===== src/rtl/sopc_dbus_bridge.sv =====
// Data-bus bridge: decodes the CPU data port onto NUM_SLV slaves, stalls the
// CPU until the selected slave acks, and reports unmapped or timed-out accesses.
module sopc_dbus_bridge #(
  parameter int ADDR_W      = 32,
  parameter int DATA_W      = 32,
  parameter int NUM_SLV     = 4,
  parameter int REGION_BITS = 28,
  parameter int TIMEOUT     = 15
) (
  input  logic                      clk,
  input  logic                      rst,
  input  logic                      cpu_ce_i,
  input  logic                      cpu_we_i,
  input  logic [DATA_W/8-1:0]       cpu_sel_i,
  input  logic [ADDR_W-1:0]         cpu_addr_i,
  input  logic [DATA_W-1:0]         cpu_data_i,
  output logic [DATA_W-1:0]         cpu_data_o,
  output logic                      cpu_stall_o,
  output logic                      cpu_err_o,
  output logic [NUM_SLV-1:0]        slv_cyc_o,
  output logic                      slv_we_o,
  output logic [DATA_W/8-1:0]       slv_sel_o,
  output logic [ADDR_W-1:0]         slv_addr_o,
  output logic [DATA_W-1:0]         slv_data_o,
  input  logic [NUM_SLV*DATA_W-1:0] slv_data_i,
  input  logic [NUM_SLV-1:0]        slv_ack_i
);

  localparam int SEL_W = DATA_W / 8;
  localparam int IDX_W = ADDR_W - REGION_BITS;
  localparam int CNT_W = $clog2(TIMEOUT + 1);

  typedef enum logic [1:0] {
    ST_IDLE = 2'd0,
    ST_BUSY = 2'd1,
    ST_DONE = 2'd2
  } state_e;

  state_e              state_r;
  logic [NUM_SLV-1:0]  cyc_r;
  logic                we_r;
  logic [SEL_W-1:0]    sel_r;
  logic [ADDR_W-1:0]   addr_r;
  logic [DATA_W-1:0]   wdata_r;
  logic [DATA_W-1:0]   rdata_r;
  logic                err_r;
  logic [CNT_W-1:0]    cnt_r;

  logic [IDX_W-1:0]    idx_s;
  logic [NUM_SLV-1:0]  dec_s;
  logic                ack_s;
  logic [DATA_W-1:0]   rdata_s;
  logic                timeout_s;

  // Region decode of the incoming CPU address into a one-hot slave select
  always_comb begin
    idx_s = cpu_addr_i[ADDR_W-1:REGION_BITS];
    dec_s = '0;
    for (int i = 0; i < NUM_SLV; i++) begin
      if (idx_s == IDX_W'(i)) begin
        dec_s[i] = 1'b1;
      end else begin
        dec_s[i] = 1'b0;
      end
    end
  end

  // Ack and read data of the currently selected slave only; cyc is one-hot
  always_comb begin
    ack_s   = |(slv_ack_i & cyc_r);
    rdata_s = '0;
    for (int i = 0; i < NUM_SLV; i++) begin
      if (cyc_r[i]) begin
        rdata_s = rdata_s | slv_data_i[i*DATA_W +: DATA_W];
      end else begin
        rdata_s = rdata_s;
      end
    end
    timeout_s = (cnt_r == CNT_W'(TIMEOUT - 1));
  end

  // Transaction FSM with registered bus and CPU response outputs
  always_ff @(posedge clk or negedge rst) begin
    if (!rst) begin
      state_r <= ST_IDLE;
      cyc_r   <= '0;
      we_r    <= 1'b0;
      sel_r   <= '0;
      addr_r  <= '0;
      wdata_r <= '0;
      rdata_r <= '0;
      err_r   <= 1'b0;
      cnt_r   <= '0;
    end else begin
      case (state_r)
        ST_IDLE: begin
          err_r <= 1'b0;
          if (cpu_ce_i) begin
            we_r    <= cpu_we_i;
            sel_r   <= cpu_sel_i;
            addr_r  <= cpu_addr_i;
            wdata_r <= cpu_data_i;
            cnt_r   <= '0;
            if (|dec_s) begin
              cyc_r   <= dec_s;
              state_r <= ST_BUSY;
            end else begin
              cyc_r   <= '0;
              err_r   <= 1'b1;
              rdata_r <= '0;
              state_r <= ST_DONE;
            end
          end else begin
            state_r <= ST_IDLE;
          end
        end
        ST_BUSY: begin
          // An ack arriving on the final allowed cycle still wins over timeout
          if (ack_s) begin
            if (!we_r) begin
              rdata_r <= rdata_s;
            end else begin
              rdata_r <= rdata_r;
            end
            cyc_r   <= '0;
            state_r <= ST_DONE;
          end else if (timeout_s) begin
            cyc_r   <= '0;
            err_r   <= 1'b1;
            rdata_r <= '0;
            state_r <= ST_DONE;
          end else begin
            if (cnt_r != {CNT_W{1'b1}}) begin
              cnt_r <= cnt_r + CNT_W'(1);
            end else begin
              cnt_r <= cnt_r;
            end
          end
        end
        ST_DONE: begin
          err_r   <= 1'b0;
          state_r <= ST_IDLE;
        end
        default: begin
          cyc_r   <= '0;
          err_r   <= 1'b0;
          state_r <= ST_IDLE;
        end
      endcase
    end
  end

  assign cpu_stall_o = ((state_r == ST_IDLE) && cpu_ce_i) || (state_r == ST_BUSY);
  assign cpu_data_o  = rdata_r;
  assign cpu_err_o   = err_r;
  assign slv_cyc_o   = cyc_r;
  assign slv_we_o    = we_r;
  assign slv_sel_o   = sel_r;
  assign slv_addr_o  = addr_r;
  assign slv_data_o  = wdata_r;

endmodule

===== config.mk =====
export PLATFORM = sky130hd
export DESIGN_NAME = sopc_dbus_bridge
export DESIGN_NICKNAME = d
export VERILOG_FILES = /design/src/rtl/sopc_dbus_bridge.sv
export SDC_FILE = /design/constraint.sdc
export NUM_CORES = 1
export LEC_CHECK = 0
export ABC_CLOCK_PERIOD_IN_PS = 5000
export BUFFER_PORTS_ARGS = -buffer_cell sky130_fd_sc_hd__clkbuf_2
export CORE_ASPECT_RATIO = 0.6
export CORE_UTILIZATION = 35
export DETAILED_ROUTE_END_ITERATION = 7
export PLACE_DENSITY = 0.67
export SLEW_MARGIN = 20
export SYNTH_ARGS = -nofsm -noshare
export SYNTH_HDL_FRONTEND = slang
export SYNTH_SLANG_ARGS = --single-unit

===== constraint.sdc =====
create_clock -name clk -period 5 [get_ports clk]
set_clock_uncertainty 0.15 [all_clocks]
set_input_delay 0 -clock clk [delete_from_list [all_inputs] [get_ports clk]]
set_output_delay 0 -clock clk [all_outputs]
set_load 0.05 [all_outputs]

==> flow_metrics.env, run 1 <==
export IMPL_max_slew_margin=0.298
export IMPL_synth_adder_area_share=0.00489
export IMPL_gp_congestion=0.771
export IMPL_synth_cells=506
export IMPL_cts_made_buffers=9
export IMPL_route_detailed_drc=0
export IMPL_synth_compound_area_share=0.208
export IMPL_dieArea_um2=15100
export IMPL_yosys_warnings=0
export IMPL_dr_pass1_iters=5
export IMPL_num_vias=5631
export IMPL_worstMarginPinSlew_ns=1.05
export IMPL_initial_core_util=0.367
export IMPL_place_hpwl_mm=11.6
export IMPL_htreeDepth=3
export IMPL_outcome="finished clean"
export IMPL_cp_max_fo=70
export IMPL_crit_chain="nor2_1 > and2_2 > buf_4 > nand2_1 > nand2_1 > dlygate4sd3_1"
export IMPL_ys_seq_area_frac=0.548
export IMPL_cp_slowest_stage_delay_ns=0.55
export IMPL_synth_seq_cells=112
export IMPL_setup_ws_ns=2.60
export IMPL_drive_above_1_share=0.381
export IMPL_critPathLaunchType="register"
export IMPL_wl_mm=18.6
export IMPL_holdPathEnd="state_r[1]$_DFFE_PN0P_"
export IMPL_pre_cts_slack_ns=2.89
export IMPL_synthesis_nets=712
export IMPL_grtUsageTotal=0.239
export IMPL_grt_pass1_wl_mm=27.6
export IMPL_fin_crit_ns=2.40
export IMPL_worstPathArrival_ns=2.53
export IMPL_worst_hold_slack_ns=0.0123
export IMPL_path_common_cell="nand2_1"
export IMPL_ant_nets=0
export IMPL_maxCapViolCount=0
export IMPL_fp_row_count=33
export IMPL_slew_viol_final=0
export IMPL_clkTransAtPathRegs_ns=0.08
export IMPL_cp_top_family="buffers and inverters"
export IMPL_ys_types=34
export IMPL_clock_sinks=112
export IMPL_synthSimpleGateAreaFrac=0.188
export IMPL_antenna_found_initial=0
export IMPL_synthMuxAreaShare=0.0117
export IMPL_synth_top_family_by_area="compound AO/OA/AOI/OAI gates"
export IMPL_clockBufferDepth=2
export IMPL_area_growth_pct=66.8
export IMPL_overflow=0
export IMPL_via_per_inst=4.95
export IMPL_hold_viol=0
export IMPL_antenna_cells=0
export IMPL_post_drt_wl_per_cell_um=16.3
export IMPL_core_area_um2=14000
export IMPL_p_per_area_nw_per_um2=545
export IMPL_fin_crit_sh=0.479
export IMPL_syn_avg_cell_area_um2=10.1
export IMPL_fin_tns_setup_ns=0
export IMPL_crit_buf_inv=2
export IMPL_critPathRequiredTime_ns=5.13
export IMPL_holdPathStages=4
export IMPL_hp_start="slv_ack_i[1]"
export IMPL_rsz0062_at_grt="no"
export IMPL_final_util=0.612
export IMPL_final_cell_area_um2=8530
export IMPL_grt_max_degree=71
export IMPL_setup_viol=0
export IMPL_cpMaxStageDelayCell="buf_4"
export IMPL_synth_xor_area_frac=0
export IMPL_crit_type="register to register"
export IMPL_endpoint_kind="register"
export IMPL_clock_root_buffer="clkbuf_16"
export IMPL_postPlaceCellArea_um2=6780
export IMPL_rr_worst_depth=6
export IMPL_die_h_um=95.7
export IMPL_reg2reg_to="slv_sel_o[3]$_DFFE_PN0P_"
export IMPL_clk_insertion_delay_late_ns=0.34
export IMPL_drtIter0Drc=324
export IMPL_port_buffers=310
export IMPL_fmax_mhz=417
export IMPL_p_leak_nw=4.40
export IMPL_fp_dieW_um=158
export IMPL_hold_path_class="input port to register"
export IMPL_synthesis_area_um2=5120
export IMPL_worstReg2RegStart="state_r[0]$_DFFE_PN0P_"
export IMPL_cts_tree="yes"
export IMPL_grt_pass1_vias=5499
export IMPL_layout_nets=1147
export IMPL_peakVddDrop_mv=0.414
export IMPL_reg2reg_slack_ns=2.60
export IMPL_ioPinCount=311
[worst reg2reg max path: cells and delay by family (launching register included)]
family,cells,cell delay [ns]
simple gates,4,0.60
flops,1,0.48
buf+inv,2,1.10
[how the worst max path moves through the flow]
stage / end / from / slack (ns) / depth (start not counted)
final: slv_sel_o[3]$_DFFE_PN0P_ / state_r[0]$_DFFE_PN0P_ / 2.60 / 6
after global routing: slv_data_o[1]$_DFFE_PN0P_ / state_r[0]$_DFFE_PN0P_ / 2.38 / 6
after CTS: slv_data_o[2]$_DFFE_PN0P_ / state_r[0]$_DFFE_PN0P_ / 2.61 / 6
after detailed placement: cpu_data_o[19]$_DFFE_PN0P_ / slv_cyc_o[2]$_DFFE_PN0P_ / 2.89 / 4
after global placement: cpu_data_o[19]$_DFFE_PN0P_ / slv_cyc_o[2]$_DFFE_PN0P_ / 2.91 / 4
after floorplan: slv_cyc_o[0]$_DFFE_PN0P_ / slv_cyc_o[1]$_DFFE_PN0P_ / 3.11 / 5
[through the flow]
step	std cells	power (mW)
6_report	1138	4.65
5_1_grt	1138	4.91
4_1_cts	1138	4.64
3_5_place_dp	978	3.67
3_3_place_gp	978	3.65
2_1_floorplan	506	3.11
[metal layers]
metal  vias up  part of all wire  global-route usage
li1       2649                 -                   -
met1      2718              0.41               0.288
met2       236              0.50               0.420
met3        28             0.071              0.0609
met4         0             0.015              0.0785
met5         -                 0                   0
[cell usage after synthesis, drive strengths merged]
library cell  instances  area (um2)
clkbuf               24        90.1
mux2                  4        60.1
nor2                  6        22.5
nor3                  2        10.0
nand2               207         777
and2b                 1        10.0
a21o                  1        7.51
o21a                  1        15.0
and3                  1        6.26
inv                   3        11.3
and2                  1        6.26
o21ai                 2        10.0
ha                    2        25.0
nand3                 6        30.0
nand3b                1        20.0
a221oi               32         280
nor3b                 1        7.51
a22o                 34         298
o31ai                 3        22.5
a21oi                 1        8.76
nand4                 2        33.8
or2                   1        6.26
buf                  13         103
dfrtp               112        2800
nand2b                2        12.5
nor4                  1        6.26
nor2b                 2        12.5
o2bb2ai              31         334
a22oi                 2        25.0
o211ai                7        62.6
[final cells by class]
type / count / area [um2]
fill: 1158 / 5420
inverter: 3 / 11.3
timing repair buffer: 461 / 3050
tap: 192 / 240
multi-input combinational: 354 / 2120
clock inverter: 7 / 85.1
sequential: 112 / 2800
clock buffer: 9 / 225
[what timing repair did]
action,4_1_cts,5_1_grt
hold buffers,144,0
resized for setup,0,0
setup buffers,0,0
hold endpoints to repair,166,0
endpoints found under the setup margin,0,0
[sequential cells by signal, summed over array words and instances (netlist names)]
register / cells
slv_sel_o: 4
slv_addr_o: 32
state_r: 2
cnt_r: 4
slv_cyc_o: 4
slv_data_o: 32
cpu_data_o: 32
cpu_err_o: 1
slv_we_o: 1
[cell usage in the layout (no fill, tap or decap), types with 2 or more instances in the layout]
master         instances
o2bb2ai_2             10
o211ai_1               5
a22o_1                34
nand2_1              206
a22oi_2                2
o2bb2ai_1             21
mux2_4                 4
clkinv_8               3
o21ai_0                2
nand3_1                6
o31ai_1                3
nor2b_1                2
dlygate4sd3_1        144
buf_4                  8
nor3_1                 2
nand2b_1               2
clkbuf_16              9
inv_1                  3
a221oi_1              32
clkbuf_2             309
nor2_1                 6
dfrtp_1              112
ha_1                   2
[kinds of logic after synthesis]
family | after synthesis
simple gates | 234
compound gates | 114
fa+ha+maj | 2
buf+inv | 40
mux | 4
flops | 112
[power breakdown]
| part | leakage (nW) | internal (mW) | switching (mW) |
|---|---|---|---|
| Sequential | 1.45 | 1.20 | 0.187 |
| Clock | 0.146 | 0.358 | 0.371 |
| Combinational | 2.80 | 0.731 | 1.80 |
| Total | 4.40 | 2.29 | 2.36 |
(Power assumes the default switching activity.)
==> run 2, diff against run 1 <==
--- a/config.mk
+++ b/config.mk
@@ -5,7 +5,7 @@
 export SDC_FILE = /design/constraint.sdc
 export NUM_CORES = 1
 export LEC_CHECK = 0
-export ABC_CLOCK_PERIOD_IN_PS = 5000
+export ABC_CLOCK_PERIOD_IN_PS = 2300
 export BUFFER_PORTS_ARGS = -buffer_cell sky130_fd_sc_hd__clkbuf_2
 export CORE_ASPECT_RATIO = 0.6
 export CORE_UTILIZATION = 35
==> constraint.sdc (replaced) <==
create_clock -name clk -period 2.3 [get_ports clk]
set_clock_uncertainty 0.15 [all_clocks]
set_input_delay 0 -clock clk [delete_from_list [all_inputs] [get_ports clk]]
set_output_delay 0 -clock clk [all_outputs]
set_load 0.05 [all_outputs]
==> run 2 against run 1 <==
  * Highest routed layer unchanged
  * Critical path type unchanged
  * Clock-buffer cell count unchanged
  * Power rose by 120%
  * Via count fell by 3.2%
==> flow_metrics.env, run 2 (synthesis gave the netlist of run 1 again) <==
export IMPL_outcome="finished clean"
export IMPL_setup_viol=0
export IMPL_fp_dieW_um=158
export IMPL_endpoint_kind="register"
export IMPL_via_per_inst=4.79
export IMPL_worstPathArrival_ns=2.23
export IMPL_grt_pass1_vias=5317
export IMPL_drive_above_1_share=0.388
export IMPL_fin_tns_setup_ns=0
export IMPL_final_common_cell="clkbuf_2"
export IMPL_num_vias=5449
export IMPL_cp_max_fo=28
export IMPL_internal_power_mw=4.97
export IMPL_fp_row_count=33
export IMPL_switchingPower_mw=5.06
export IMPL_post_drt_wl_per_cell_um=15.6
export IMPL_antenna_cells=0
export IMPL_final_cell_mix="clkbuf_2, nand2_1, dlygate4sd3_1, dfrtp_1, a22o_1"
export IMPL_p_per_area_nw_per_um2=1170
export IMPL_final_cell_area_um2=8560
export IMPL_die_h_um=95.7
export IMPL_grt_pass1_wl_mm=26.9
export IMPL_crit_buf_inv=2
export IMPL_htreeDepth=3
export IMPL_gp_congestion=0.790
export IMPL_clockBufferDepth=2
export IMPL_final_util=0.613
export IMPL_clkPwrFrac=0.158
export IMPL_place_hpwl_mm=11.9
export IMPL_peakVddDrop_mv=0.893
export IMPL_crit_type="register to register"
export IMPL_initial_core_util=0.367
export IMPL_postPlaceCellArea_um2=6870
export IMPL_area_growth_pct=67.3
export IMPL_rsz0062_at_grt="no"
export IMPL_critPathRequiredTime_ns=2.40
export IMPL_antenna_found_initial=0
export IMPL_p_comb_frac=0.540
export IMPL_overflow=0
export IMPL_route_detailed_drc=0
export IMPL_slew_viol_final=0
export IMPL_fill_cells=1201
export IMPL_dieArea_um2=15100
export IMPL_fin_crit_sh=0.927
export IMPL_switching_share=0.505
export IMPL_critPathLaunchType="register"
export IMPL_grtUsageTotal=0.232
export IMPL_drtIter0Drc=242
export IMPL_grt_max_degree=50
export IMPL_p_seq_frac=0.303
export IMPL_p_leak_nw=4.42
export IMPL_cts_tree="yes"
export IMPL_fmax_mhz=469
export IMPL_clock_sinks=112
export IMPL_hold_viol=0
export IMPL_cp_top_family="buffers and inverters"
export IMPL_clk_insertion_delay_late_ns=0.35
export IMPL_cpMaxStageDelayCell="dlygate4sd3_1"
export IMPL_dr_pass1_iters=5
export IMPL_wl_mm=17.7
export IMPL_hold_path_class="input port to asynchronous set/reset pin"
export IMPL_max_slew_margin=0.670
export IMPL_ioPinCount=311
export IMPL_crit_chain="buf_4 > a221oi_1 > dlygate4sd3_1 > nor3_1 > a21o_1"
export IMPL_cts_made_buffers=9
export IMPL_ant_nets=0
export IMPL_port_buffers=310
export IMPL_fin_crit_ns=2.13
export IMPL_cp_slowest_stage_delay_ns=0.60
export IMPL_layout_nets=1147
export IMPL_clkTransAtPathRegs_ns=0.08
export IMPL_clock_root_buffer="clkbuf_16"
export IMPL_maxCapViolCount=0
export IMPL_core_area_um2=14000
export IMPL_worstMarginPinSlew_ns=0.494
[run 2: cell types whose count changed in the layout (fill, tap and decap cells not counted), sizes merged]
cell         change
clkinv           +1
dlygate4sd3      -7
buf              +7
clkinvlp         -1
[run 2: final timing paths]
check | startpoint | slack, ns | depth (start not counted) | end
min in group clk | slv_ack_i[2] | 0.06 | 4 | cnt_r[2]$_DFFE_PN0P_
max | slv_cyc_o[2]$_DFFE_PN0P_ | 0.17 | 5 | cpu_data_o[19]$_DFFE_PN0P_
max in group asynchronous | rst | 1.20 | 3 | slv_addr_o[15]$_DFFE_PN0P_
min reg2reg | slv_addr_o[30]$_DFFE_PN0P_ | 0.33 | 2 | slv_addr_o[30]$_DFFE_PN0P_
min | rst | 0.02 | 2 | cpu_data_o[6]$_DFFE_PN0P_
max reg2reg | slv_cyc_o[2]$_DFFE_PN0P_ | 0.17 | 5 | cpu_data_o[19]$_DFFE_PN0P_
[run 2: per-layer routing]
metal	vias to the layer above	share of wire	global-route usage
li1	2659	-	-
met1	2587	0.43	0.288
met2	186	0.49	0.409
met3	17	0.066	0.0586
met4	0	0.0095	0.0449
met5	-	0	0
[run 2: final cells by class]
class,count,area (um2),share of cell area
Clock buffer,9,225,0.0263
Timing Repair Buffer,461,3070,0.358
Clock inverter,7,86.3,0.0101
Inverter,3,11.3,0.00132
Tap cell,192,240,0.0281
Multi-Input combinational cell,354,2130,0.248
Sequential cell,112,2800,0.327
[run 2: what timing repair did]
item | 4_1_cts | 5_1_grt
gates resized for setup | 0 | 1
endpoints found under the hold margin | 221 | 0
hold buffers | 138 | 0
setup buffers | 0 | 0
setup endpoints to repair | 0 | 23
[run 2: per-stage QoR]
stage	hold slack [ns]	instances	power (mW)	setup WS [ns]
after CTS	0.00752	1139	10.1	0.0179
after global placement	-0.157	985	8.02	0.267
after global routing	0.0737	1138	10.6	0.0165
final	0.0243	1138	10.0	0.169
after detailed placement	-0.153	985	8.06	0.260
after floorplan	-0.446	506	6.75	0.414
[run 2: power groups by stage]
stage	clock network, mW	registers (mW)	logic (mW)
2_1_floorplan	0	5.16	1.59
3_3_place_gp	0	3.04	4.98
3_5_place_dp	0	3.04	5.01
4_1_cts	1.63	3.03	5.41
5_1_grt	1.71	3.13	5.80
6_report	1.58	3.03	5.41
[run 2: worst register-to-register path, cell delays in order, from the launching register on]
cell	delay, ns
dfrtp_1	0.50
buf_4	0.30
a221oi_1	0.28
dlygate4sd3_1	0.60
nor3_1	0.05
a21o_1	0.15
